`config.mk`:
```
export PLATFORM = sky130hd
export DESIGN_NAME = mem_access_ctrl
export DESIGN_NICKNAME = d
export VERILOG_FILES = /design/src/rtl/cpu_pkg.sv /design/src/rtl/mem_access_ctrl_timeout_cnt.sv /design/src/rtl/mem_access_ctrl.sv
export SDC_FILE = /design/constraint.sdc
export NUM_CORES = 1
export LEC_CHECK = 0
export ABC_CLOCK_PERIOD_IN_PS = 5000
export BUFFER_PORTS_ARGS = -buffer_cell sky130_fd_sc_hd__buf_2
export CORE_UTILIZATION = 48
export DETAILED_ROUTE_END_ITERATION = 12
export PLACE_DENSITY = 0.84
export SLEW_MARGIN = 20
export SYNTH_ARGS = -nofsm -noshare
export SYNTH_HDL_FRONTEND = slang
export SYNTH_HIERARCHICAL = 1
export SYNTH_SLANG_ARGS = --single-unit
```
`constraint.sdc`:
```
create_clock -name clk -period 5 [get_ports clk]
set_clock_uncertainty 0.1 [all_clocks]
set_input_delay 1.5 -clock clk [delete_from_list [all_inputs] [get_ports clk]]
set_output_delay 1.5 -clock clk [all_outputs]
set_load 0.01 [all_outputs]
```
`src/rtl/cpu_pkg.sv`:
```
// Shared CPU definitions: memory-access FSM state encoding and abort data.
package cpu_pkg;

    typedef enum logic [1:0] {
        IDLE = 2'd0,
        REQ  = 2'd1,
        WAIT = 2'd2,
        DONE = 2'd3
    } mem_state_e;

    localparam logic [15:0] MEM_ABORT_DATA = 16'hDEAD;

endpackage

```
`src/rtl/mem_access_ctrl_timeout_cnt.sv`:
```
// WAIT-cycle counter; expired fires on the increment that reaches TIMEOUT.
module mem_timeout_cnt #(
    parameter int unsigned TIMEOUT = 15
) (
    input  logic clk,
    input  logic rst_n,
    input  logic clr,
    input  logic inc,
    output logic expired
);

    localparam logic [7:0] LIMIT = 8'(TIMEOUT);

    logic [7:0] cnt_q;
    logic [7:0] cnt_d;

    always_comb begin
        cnt_d = cnt_q;
        if (clr) begin
            cnt_d = '0;
        end else if (inc) begin
            cnt_d = cnt_q + 8'd1;
        end
    end

    always_ff @(posedge clk or negedge rst_n) begin
        if (!rst_n) begin
            cnt_q <= '0;
        end else begin
            cnt_q <= cnt_d;
        end
    end

    assign expired = inc & ((cnt_q + 8'd1) == LIMIT);

endmodule

```
`src/rtl/mem_access_ctrl.sv`:
```
// Load/store memory access controller with pipeline stall and done pulse.
// Optional WAIT timeout abort enabled by defining MEM_TIMEOUT_EN.
module mem_access_ctrl
    import cpu_pkg::*;
#(
    parameter int unsigned TIMEOUT = 15
) (
    input  logic        clk,
    input  logic        rst_n,
    input  logic        MemRead,
    input  logic        MemWrite,
    input  logic [15:0] addr,
    input  logic [15:0] wdata,
    input  logic [15:0] mem_rdata,
    input  logic        mem_valid,
    output logic        mem_en,
    output logic        mem_wr,
    output logic [15:0] mem_addr,
    output logic [15:0] mem_wdata,
    output logic [15:0] rdata,
    output logic        done,
    output logic        stall,
    output logic        err
);

    if (TIMEOUT < 1 || TIMEOUT > 255) begin : g_bad_timeout
        $error("TIMEOUT must be within 1..255");
    end

    mem_state_e  state_q;
    mem_state_e  state_d;
    logic        req;
    logic        accept;
    logic        timeout_hit;
    logic        complete;
    logic        mem_wr_q;
    logic [15:0] mem_addr_q;
    logic [15:0] mem_wdata_q;
    logic [15:0] rdata_q;

    assign req    = MemRead | MemWrite;
    assign accept = (state_q == IDLE) & req;

`ifdef MEM_TIMEOUT_EN
    logic expired;
    logic err_q;

    mem_timeout_cnt #(
        .TIMEOUT (TIMEOUT)
    ) u_timeout_cnt (
        .clk     (clk),
        .rst_n   (rst_n),
        .clr     ((state_q == REQ) & ~mem_valid),
        .inc     (state_q == WAIT),
        .expired (expired)
    );

    assign timeout_hit = (state_q == WAIT) & ~mem_valid & expired;

    always_ff @(posedge clk or negedge rst_n) begin
        if (!rst_n) begin
            err_q <= 1'b0;
        end else if (timeout_hit) begin
            err_q <= 1'b1;
        end
    end

    assign err = err_q;
`else
    assign timeout_hit = 1'b0;
    assign err         = 1'b0;
`endif

    always_ff @(posedge clk or negedge rst_n) begin
        if (!rst_n) begin
            state_q <= IDLE;
        end else begin
            state_q <= state_d;
        end
    end

    always_comb begin
        state_d = state_q;
        unique case (state_q)
            IDLE: if (req) state_d = REQ;
            REQ:  state_d = mem_valid ? DONE : WAIT;
            WAIT: if (mem_valid | timeout_hit) state_d = DONE;
            DONE: state_d = IDLE;
            default: state_d = IDLE;
        endcase
    end

    // Reset must drop stall even though the IDLE term follows req directly.
    always_comb begin
        mem_en = (state_q == REQ);
        done   = (state_q == DONE);
        stall  = rst_n & (accept | (state_q == REQ) | (state_q == WAIT));
    end

    assign complete = ((state_q == REQ) & mem_valid)
                    | ((state_q == WAIT) & (mem_valid | timeout_hit));

    always_ff @(posedge clk or negedge rst_n) begin
        if (!rst_n) begin
            mem_wr_q    <= 1'b0;
            mem_addr_q  <= '0;
            mem_wdata_q <= '0;
        end else if (accept) begin
            mem_wr_q    <= MemWrite;
            mem_addr_q  <= {addr[15:1], 1'b0};
            mem_wdata_q <= wdata;
        end
    end

    always_ff @(posedge clk or negedge rst_n) begin
        if (!rst_n) begin
            rdata_q <= '0;
        end else if (complete & ~mem_wr_q) begin
            rdata_q <= mem_valid ? mem_rdata : MEM_ABORT_DATA;
        end
    end

    assign mem_wr    = mem_wr_q;
    assign mem_addr  = mem_addr_q;
    assign mem_wdata = mem_wdata_q;
    assign rdata     = rdata_q;

endmodule

```
==> impl.org <==
** Synth
- For this run, the leading register cell type out of synthesis is dfrtp_1.
- Per-instance average area after synthesis :: 16.4 um2
- The netlist uses 19 different library cells.
- Area fraction of the dominant cell type after synthesis :: 61.1%
- Dominant cells by area after synthesis :: dfrtp_1, mux2_2, mux2_4, ha_1, buf_4
- FFs w/ async S/R, synth :: between 90% and 100%
- The most common cell in the synthesized netlist is dfrtp_1.
- Post-Syn Area :: ~2000 um2
- Top cell types by occurrence after synthesis :: dfrtp_1, mux2_2, mux2_4
- Post-synthesis cell count :: roughly 130
- Register bit total from synthesis :: 50
- Number of synthesized flops with an enable pin :: 0
- Yosys printed 6 warnings.
- The biggest area contributor in the post-synthesis netlist is dfrtp_1.
- Summing the sequential cell areas from Yosys gives 61.1% of the chip area.

** Floorplan
- The die covers 4530 um2.
- In this run the standard cell core region covers 4060 um2.
- Row generation in the floorplan step produced 23 rows.
- The die is 67.3 um tall.
- The floorplan step set the die width to 67.3 um.
- Initial cell density of the core :: 50.5%
- approximately 110 I/O pins were placed.

** Worst setup path
- Data on the critical path is required at its endpoint by 3.40 ns.
- Largest fanout of any net on the critical path :: 3
- Crit. Startpoint :: MemWrite
- Kind of critical path :: primary input to primary output
- Worst R2R Start :: state_q[0]
- Worst endpoint data arrival time :: 2.04 ns
- STA classifies the critical path endpoint as a primary output.
- Startpoint class of the critical path :: primary input

** STA
- Setup repair after global routing missed its margin :: false
- Setup-failing EPs final :: 0
- Measured against its own limit, the worst slew margin works out to between 30 and 40%.
- Endpoints failing hold :: 0
- Static timing analysis puts the maximum clock frequency at 0.275 GHz.
- Post-Route Setup TNS :: 0 ns
- Share of the clock period used by the worst path after layout :: between 70 and 80%
- Final period demand of the worst path :: approximately 3.6 ns
- The final number of max-transition violations was 0.
- Tightest Pin Transition :: 0.903 ns
- Worst Hold Margin :: slightly above 0.4 ns

** Job
- Max-cap violations in this run came to 0.

** Global route
- Pin count of the biggest net entering global routing :: 51
- The first global-routing pass estimated 5670 um of wire.
- Total congestion overflow after global routing :: 0
- Global routing consumed, over all layers together, 17.6% of the routing resources.
- Vias in the first global route :: 1,285
- Initial antenna violation count :: 0

** Cells and area
- Inserted Diodes :: 0
- Combined flip-flop and latch cell area :: 1250 um2
- After routing the design area is 2680 um2.
- The net count of the finished layout is 289.
- Compared with the post-synthesis result, the final layout area differs by 30.7%.
- In the final layout, the share of cells above drive strength 1 is between 70% and 80%.
- Area used by multi-input combinational logic :: roughly 730 um2
- Filler instances :: 309

** Power
- The analysis attributes to net switching a power of 0.590 mW.
- The worst-case IR drop observed on VDD is around 0.30 mV.
- Clk network pwr share :: 13.7%
- Static power due to leakage :: approximately 1.4 nW
- Cell internal pwr :: 1.16 mW
- Net switching is ~34% of the power.
- Sequential power share :: 40.9%
- Power spread over the standard cell area amounts to 653 nW/um2.
- Relative contribution of combinational cells to total power :: between 40% and 50%

** Placement
- Weighted congestion reported at the end of routability-driven placement :: around 0.70
- Post-place instance area :: 2580 um2
- Post-DP HPWL :: 2910 um
- Count of input and output buffers :: slightly above 100

** Clocking
- Maximum clock insertion buffer count :: 2
- Resize count post-CTS :: 0
- Hold buffer count at cts :: 0
- Master cell of the clock root buffer :: clkbuf_8
- TritonCTS built the clock tree.
- Latest clock arrival within the worst-skew pair :: 0.30 ns
- Counting every sink on the clock net gives 50.
- CTS buffer count :: 5
- In this run the post-CTS setup repair buffer count came out at 0.
- CTS built an H-tree with a depth of 2.
- After clock tree synthesis, the clock-pin slew on the worst setup and hold paths is 0.08 ns.

** Hold path
- In this run the most critical hold path is launched from rdata[2].
- Hold crit path type :: flop to flop

** Drt
- 1st-iter DRT viols :: 28
- The routed layout has between 1,000 and 1,500 vias.
- Residual DRC count :: 0
- Final routed wirelength across all metal layers :: 3870 um
- Number of iterations in the first detailed-routing pass :: 4
- DRT antenna net count :: 0
- Via-per-instance ratio :: 4.82
- After detailed routing, the average wire length per cell comes to 13.7 um.

** Run status
- Result of the run :: complete, no violations
==> sequential cells by signal, summed over array words and instances, names as in the netlist <==
| name | count |
|---|---|
| mem_wdata | 16 |
| mem_wr | 1 |
| state_q | 2 |
| mem_addr | 15 |
| rdata | 16 |
==> logic make-up after synthesis <==
group | Yosys count | share of synthesized area (%)
flops | 50 | 61.1
mux | 48 | 28.2
buf+inv | 9 | 3.36
simple gates | 7 | 2.26
compound gates | 5 | 1.83
fa+ha+maj | 5 | 3.05
other cells | 1 | 0.183
==> final cells by class <==
cell class | count | share of cell area (%)
Tap cell | 50 | 2.34
Multi-Input combinational cell | 67 | 27.3
Sequential cell | 50 | 46.7
Clock buffer | 6 | 3.08
Clock inverter | 2 | 0.467
Inverter | 3 | 0.421
Timing Repair Buffer | 104 | 19.6
==> layout by cell type, fill, tap and decap left out, types with 2 or more instances in the layout <==
cell type  instances
clkbuf_8           6
ha_1               5
mux2_2            38
conb_1             2
buf_2            102
buf_4              2
mux2_4            10
nand2_1            3
dfrtp_1           50
inv_1              2
==> stage by stage <==
| stage | worst slack, ns | util (%) | cells | power [mW] |
|---|---|---|---|---|
| after floorplan | 1.33 | - | 126 | 1.24 |
| after global placement | 1.37 | 63.6 | 274 | 1.49 |
| after detailed placement | 1.36 | 63.6 | 274 | 1.53 |
| after CTS | 1.35 | 66.0 | 282 | 1.77 |
| after global routing | 1.32 | 66.0 | 282 | 1.87 |
| final | 1.36 | 66.0 | 282 | 1.75 |
==> metal layers <==
metal  up-vias  share of wire [%]  track usage (%)
met5         -                  0                0
li1        643                  -                -
met3         8                9.8             7.09
met2        77                 47             30.0
met1       632                 42             19.5
met4         0                1.3             7.18
==> critical path, stage by stage <==
cell	delay, ns
buf_2	0.11
o21ai_2	0.06
a21boi_0	0.20
buf_2	0.17
==> power groups by stage <==
stage	logic [mW]	clock network (mW)	registers, mW
after global placement	0.779	0	0.711
after detailed placement	0.804	0	0.724
after global routing	0.868	0.262	0.744
final	0.793	0.240	0.715
after CTS	0.807	0.247	0.717
after floorplan	0.419	0	0.822
==> final timing paths <==
path	to	slack (ns)	cells after the start
max in group asynchronous	mem_addr[5]	3.19	2
min reg2reg	rdata[2]	0.40	1
min in group asynchronous	rdata[10]	1.22	2
min	rdata[2]	0.40	1
max	stall	1.36	4
max reg2reg	rdata[3]	2.81	5
(Power assumes the default switching activity.)
